==> config.mk <==
export PLATFORM = sky130hd
export DESIGN_NAME = bcd_conv_scheduler
export DESIGN_NICKNAME = d
export VERILOG_FILES = /design/src/rtl/bcd_conv_scheduler.sv
export SDC_FILE = /design/constraint.sdc
export NUM_CORES = 1
export LEC_CHECK = 0
export CORE_ASPECT_RATIO = 0.5
export CORE_UTILIZATION = 49
export CTS_CLUSTER_SIZE = 25
export DETAILED_ROUTE_END_ITERATION = 7
export GPL_ROUTABILITY_DRIVEN = 1
export PLACE_DENSITY = 0.75
export REMOVE_ABC_BUFFERS = 1
export SLEW_MARGIN = 30
export SYNTH_ARGS = -nofsm -noshare
export SYNTH_HDL_FRONTEND = slang
export SYNTH_SLANG_ARGS = --single-unit
export TNS_END_PERCENT = 10
==> constraint.sdc <==
create_clock -name clk -period 1.75 [get_ports clk]
set_input_delay 0.35 -clock clk [delete_from_list [all_inputs] [get_ports clk]]
set_output_delay 0.35 -clock clk [all_outputs]
set_load 0.03 [all_outputs]
==> src/rtl/bcd_conv_scheduler.sv <==
// bcd_conv_scheduler
// Shares one serial double-dabble (shift / add-3) engine across the six
// clock/calendar fields (ss, mm, hh, dd, mo, yyyy).
// All six BCD results are published on the same edge, so the display never
// shows a torn update.
// Optional feature: define BCD_AUTO_REFRESH_EN to start a conversion from IDLE
// whenever a live input differs from the last snapshot.
// YEAR_W must be 6..13 so that the year fits in four BCD digits and every
// 2-digit field still fits in the binary part of the shift register.
module bcd_conv_scheduler #(
  parameter int YEAR_W = 12
) (
  input  logic              clk,
  input  logic              rst,
  input  logic              start,
  input  logic [5:0]        sec_bin,
  input  logic [5:0]        min_bin,
  input  logic [4:0]        hour_bin,
  input  logic [4:0]        day_bin,
  input  logic [3:0]        month_bin,
  input  logic [YEAR_W-1:0] year_bin,
  output logic [7:0]        bcd_ss,
  output logic [7:0]        bcd_mm,
  output logic [7:0]        bcd_hh,
  output logic [7:0]        bcd_dd,
  output logic [7:0]        bcd_mo,
  output logic [15:0]       bcd_yyyy,
  output logic              busy,
  output logic              done
);

  // Shift register: 4 BCD digit nibbles on top, binary operand below.
  localparam int SW = 16 + YEAR_W;

  typedef enum logic [1:0] {
    IDLE,
    LOAD,
    SHIFT,
    STORE
  } state_t;

  state_t            state;
  logic [2:0]        idx;
  logic [4:0]        cnt;
  logic [SW-1:0]     sreg;

  logic [5:0]        snap_ss;
  logic [5:0]        snap_mm;
  logic [4:0]        snap_hh;
  logic [4:0]        snap_dd;
  logic [3:0]        snap_mo;
  logic [YEAR_W-1:0] snap_yyyy;

  logic [7:0]        shadow_ss;
  logic [7:0]        shadow_mm;
  logic [7:0]        shadow_hh;
  logic [7:0]        shadow_dd;
  logic [7:0]        shadow_mo;
  logic [15:0]       shadow_yyyy;

  logic [YEAR_W-1:0] load_val;
  logic [4:0]        load_w;
  logic [SW-1:0]     adj;
  logic [15:0]       digits;
  logic              input_changed;
  logic              trigger;

`ifdef BCD_AUTO_REFRESH_EN
  // Any live input that differs from the last snapshot requests a refresh.
  assign input_changed = (sec_bin   != snap_ss) || (min_bin  != snap_mm) ||
                         (hour_bin  != snap_hh) || (day_bin  != snap_dd) ||
                         (month_bin != snap_mo) || (year_bin != snap_yyyy);
`else
  assign input_changed = 1'b0;
`endif

  assign trigger = start | input_changed;
  assign digits  = sreg[SW-1 -: 16];

  // Select the snapshot operand for the current field, left-aligned in the
  // binary part so that exactly W shifts move all of its bits into the digits.
  always_comb begin
    load_val = '0;
    load_w   = 5'(YEAR_W);
    case (idx)
      3'd0: begin
        load_val = YEAR_W'(snap_ss) << (YEAR_W - 6);
        load_w   = 5'd6;
      end
      3'd1: begin
        load_val = YEAR_W'(snap_mm) << (YEAR_W - 6);
        load_w   = 5'd6;
      end
      3'd2: begin
        load_val = YEAR_W'(snap_hh) << (YEAR_W - 5);
        load_w   = 5'd5;
      end
      3'd3: begin
        load_val = YEAR_W'(snap_dd) << (YEAR_W - 5);
        load_w   = 5'd5;
      end
      3'd4: begin
        load_val = YEAR_W'(snap_mo) << (YEAR_W - 4);
        load_w   = 5'd4;
      end
      default: begin
        load_val = snap_yyyy;
        load_w   = 5'(YEAR_W);
      end
    endcase
  end

  // Add-3 correction: every digit nibble >= 5 is bumped before the shift.
  always_comb begin
    adj = sreg;
    for (int d = 0; d < 4; d++) begin
      if (sreg[YEAR_W + 4*d +: 4] >= 4'd5) begin
        adj[YEAR_W + 4*d +: 4] = sreg[YEAR_W + 4*d +: 4] + 4'd3;
      end
    end
  end

  // Scheduler FSM: snapshot, then LOAD/SHIFT/STORE each field, publish at the end.
  always_ff @(posedge clk) begin
    if (rst) begin
      state       <= IDLE;
      idx         <= 3'd0;
      cnt         <= 5'd0;
      sreg        <= '0;
      busy        <= 1'b0;
      done        <= 1'b0;
      snap_ss     <= '0;
      snap_mm     <= '0;
      snap_hh     <= '0;
      snap_dd     <= '0;
      snap_mo     <= '0;
      snap_yyyy   <= '0;
      shadow_ss   <= '0;
      shadow_mm   <= '0;
      shadow_hh   <= '0;
      shadow_dd   <= '0;
      shadow_mo   <= '0;
      shadow_yyyy <= '0;
      bcd_ss      <= '0;
      bcd_mm      <= '0;
      bcd_hh      <= '0;
      bcd_dd      <= '0;
      bcd_mo      <= '0;
      bcd_yyyy    <= '0;
    end else begin
      done <= 1'b0;
      case (state)
        IDLE: begin
          if (trigger) begin
            snap_ss   <= sec_bin;
            snap_mm   <= min_bin;
            snap_hh   <= hour_bin;
            snap_dd   <= day_bin;
            snap_mo   <= month_bin;
            snap_yyyy <= year_bin;
            idx       <= 3'd0;
            busy      <= 1'b1;
            state     <= LOAD;
          end
        end
        LOAD: begin
          sreg  <= {16'h0000, load_val};
          cnt   <= load_w;
          state <= SHIFT;
        end
        SHIFT: begin
          sreg <= adj << 1;
          cnt  <= cnt - 5'd1;
          if (cnt == 5'd1) begin
            state <= STORE;
          end
        end
        STORE: begin
          case (idx)
            3'd0:    shadow_ss   <= digits[7:0];
            3'd1:    shadow_mm   <= digits[7:0];
            3'd2:    shadow_hh   <= digits[7:0];
            3'd3:    shadow_dd   <= digits[7:0];
            3'd4:    shadow_mo   <= digits[7:0];
            default: shadow_yyyy <= digits;
          endcase
          if (idx == 3'd5) begin
            bcd_ss   <= shadow_ss;
            bcd_mm   <= shadow_mm;
            bcd_hh   <= shadow_hh;
            bcd_dd   <= shadow_dd;
            bcd_mo   <= shadow_mo;
            bcd_yyyy <= digits;
            done     <= 1'b1;
            busy     <= 1'b0;
            state    <= IDLE;
          end else begin
            idx   <= idx + 3'd1;
            state <= LOAD;
          end
        end
        default: state <= IDLE;
      endcase
    end
  end

endmodule
==> results.yml <==
worst_setup_path:
  reg2reg_to: "cnt[3]$_SDFFE_PP0P_"
  startpoint: "idx[0]$_SDFFE_PP0P_"
  start_kind: "flop"
  r2r_slack_ps: 50
  path_max_fanout: 7
  criticalPathCategory: "flop to flop"
  r2r_cells: 7
  required_ps: 2120
  arrival_ps: 2070
  worstReg2RegStart: "idx[0]$_SDFFE_PP0P_"
  crit_path_end_kind: "flop"
run_status:
  status: "finished, final reports clean"
clocking:
  cts.path.max_buffers: 2
  clk_latency_ps: 440
  clk_pin_slew_ps: 70
  numCtsBuffers: 17
  cts_tree: "built"
  htreeDepth: 4
  cts_sinks: 174
  cts_root_buf: "clkbuf_16"
min_path:
  hp-start: "rst"
  hold_class: "primary input to flop"
  worstHoldEndpoint: "snap_yyyy[3]$_SDFFE_PP0P_"
  hold_path_depth: 2
power:
  power_density_nw_per_um2: 1180
  power_frac_seq: 0.415
  peakVddDrop_v: 0.000580
  p_switching_mw: 3.36
  p_comb_frac: 0.217
  swShare: 0.316
  power_mw: 10.6
  clock_power_share: 0.367
  p_int_mw: 7.27
  p_leak_nw: 3.59
timing:
  fin_hold_ws_ps: 306
  hold_viol_final: 0
  slew-limit-headroom: 0.713
  slew_violations: 0
  rsz0062_at_grt: "yes"
  setup_tns_ps: 0
  tightest_slew_ps: 430
  finalClockSkew_ps: 11.0
  fin_crit_sh: 0.974
  min_period_ps: 1700
  finalSetupViolCount: 0
  fmax_mhz: 587
routing:
  wirelength_mm: 16.4
  drt-met1-wl_mm: 7.88
  topRoutingLayerUsed: "met4"
  final_antenna_net_count: 0
  drcViolationCount: 0
  post_drt_wl_per_cell_um: 14.4
  wl_met3_um: 735
  routed_via_density: 5.23
  wl_met2_mm: 7.41
  num_vias: 5955
  first_pass_iters: 5
  dr.first_iter.drc_count: 523
grt:
  grt_antenna_before_repair: 0
  grt_pass1_vias: 5595
  track_usage: 0.232
  grt_pass1_wl_mm: 27.1
  grt_max_degree: 58
  overflow: 0
logic_synthesis:
  yosysWarnings: 0
  ys_seq_elements: 174
  yosys.area.top_type: "dfxtp_1"
  avgSynthCellArea_um2: 8.34
  synth_area_leaders: "dfxtp_1 (50%), nand2_1 (12%), a21oi_1 (8.7%), mux2i_1 (4.7%), ha_1 (3.2%)"
  yosysTopAreaCellShare: 0.498
  synth-main-ff-cell: "dfxtp_1"
  netlist_instances: 838
  ys_seq_area_frac: 0.498
  synthArstFlopShare: 0
  syn_area_um2: 6990
  yosysMostFrequentCell: "nand2_1"
  synth_cell_type_count: 47
  ys_top_cells_by_count: "nand2_1 (216), dfxtp_1 (174), a21oi_1 (121)"
  synth_edf_count: 0
place:
  dp.cells: 1102
  place.port_buffers: 98
  gp_congestion: 0.795
  dp_hpwl_mm: 10.4
  dpl_cell_area_um2: 8320
floorplan:
  io-pin-count: 99
  coreArea_um2: 13700
  dieWidth_um: 171
  die_y_um: 86.5
  initial_utilization: 0.509
  fp.dieArea_um2: 14800
  fp-row-count: 30
final_layout:
  finalNonFillerCells: 1138
  design_area_um2: 8970
  final_nets: 992
  syn_to_final_growth_pct: 28.3
  drive_above_1_share: 0.107
  fillCellCount: 1189
  n_antenna_cell: 0
flow_run:
  cap_viol_max_count: 0
metal layers:
| layer | track usage | up-vias |
|---|---|---|
| met1 | 0.317 | 2768 |
| met5 | 0 | - |
| met4 | 0.102 | 0 |
| met3 | 0.0388 | 34 |
| met2 | 0.365 | 147 |
| li1 | - | 3006 |
timing repair:
action | CTS | global route
hold buffers | 0 | 0
gates resized for setup | 61 | 17
endpoints found under the setup margin | 65 | 33
pin swaps | 4 | 8
buffers inserted | 1 | 3
endpoints found under the hold margin | 0 | 0
stage by stage:
step / util / setup slack (ps)
after floorplan: - / -859
after global placement: 0.606 / 38.2
after CTS: 0.647 / 0.230
after detailed placement: 0.606 / -71.9
final: 0.653 / 46.3
after global routing: 0.653 / -39.8
worst max-delay path by stage:
stage / cells past startpoint / to / slack, ps
6_report: 7 / cnt[3]$_SDFFE_PP0P_ / 50
5_1_grt: 6 / sreg[5]$_SDFFE_PP0P_ / -40
2_1_floorplan: 5 / busy$_SDFFE_PP0P_ / -860
4_1_cts: 6 / sreg[2]$_SDFFE_PP0P_ / 0.2
3_5_place_dp: 6 / sreg[1]$_SDFFE_PP0P_ / -70
3_3_place_gp: 6 / sreg[5]$_SDFFE_PP0P_ / 40
registers in the layout, indices dropped and copies added (netlist names), 8 cells and up:
register / cells
sreg: 28
bcd_yyyy: 16
snap_yyyy: 12
bcd_dd: 8
bcd_hh: 8
bcd_mm: 8
bcd_mo: 8
bcd_ss: 8
shadow_dd: 8
shadow_hh: 8
shadow_mm: 8
shadow_mo: 8
shadow_ss: 8
cell usage in the layout (no fill, tap or decap), types with 3 or more instances in the layout:
master	n
ha_2	3
clkbuf_16	17
nand2_1	216
nand2b_1	12
nor2_1	57
dlygate4sd2_1	58
o32a_1	3
xnor2_1	4
mux2_2	4
mux2i_1	33
clkinv_8	5
ha_1	13
dfxtp_1	171
buf_4	34
inv_6	5
o31ai_1	5
nor2b_1	9
clkdlybuf4s50_1	39
buf_12	7
a32oi_1	8
a31oi_1	5
nand3_1	14
o22ai_1	4
a22oi_1	10
o211ai_1	6
a21oi_1	120
nand3b_1	4
a211oi_1	5
inv_1	16
o21ai_0	16
layout make-up:
type	instances	area (um^2)	area share
well taps	192	240	0.0268
multi-input cells	584	3250	0.362
repair buffers	139	1310	0.145
inverters	17	67.6	0.00753
clock inverters	15	194	0.0216
clock buffers	17	425	0.0474
flip-flops and latches	174	3490	0.389
critical path: stages, from the launching register on:
cell and delay, ps:
dfxtp_4 370, buf_4 130, ha_2 240, o21ba_4 270
nor3_4 270, buf_4 170, o21ai_0 70, a21oi_1 120
cells by family (layout without fill, tap and decap cells):
| group | Yosys count | in the layout | share of synthesized area |
|---|---|---|---|
| AO/OA/AOI/OAI | 197 | 197 | 0.167 |
| XOR/XNOR | 6 | 6 | 0.00751 |
| adder cells (fa/ha/maj) | 18 | 18 | 0.0322 |
| buffers and inverters | 80 | 188 | 0.0462 |
| flip-flops | 174 | 174 | 0.498 |
| multiplexers | 37 | 37 | 0.0537 |
| AND/OR/NAND/NOR | 326 | 326 | 0.196 |
power by group through the flow:
stage	Sequential [mW]	Combinational (mW)	Clock, mW
floorplan	4.47	1.35	0
finish	4.42	2.31	3.91
CTS	4.41	2.25	3.96
detailed placement	4.50	2.23	0
global route	4.45	2.57	4.14
global placement	4.49	2.15	0
(Power assumes the default switching activity.)
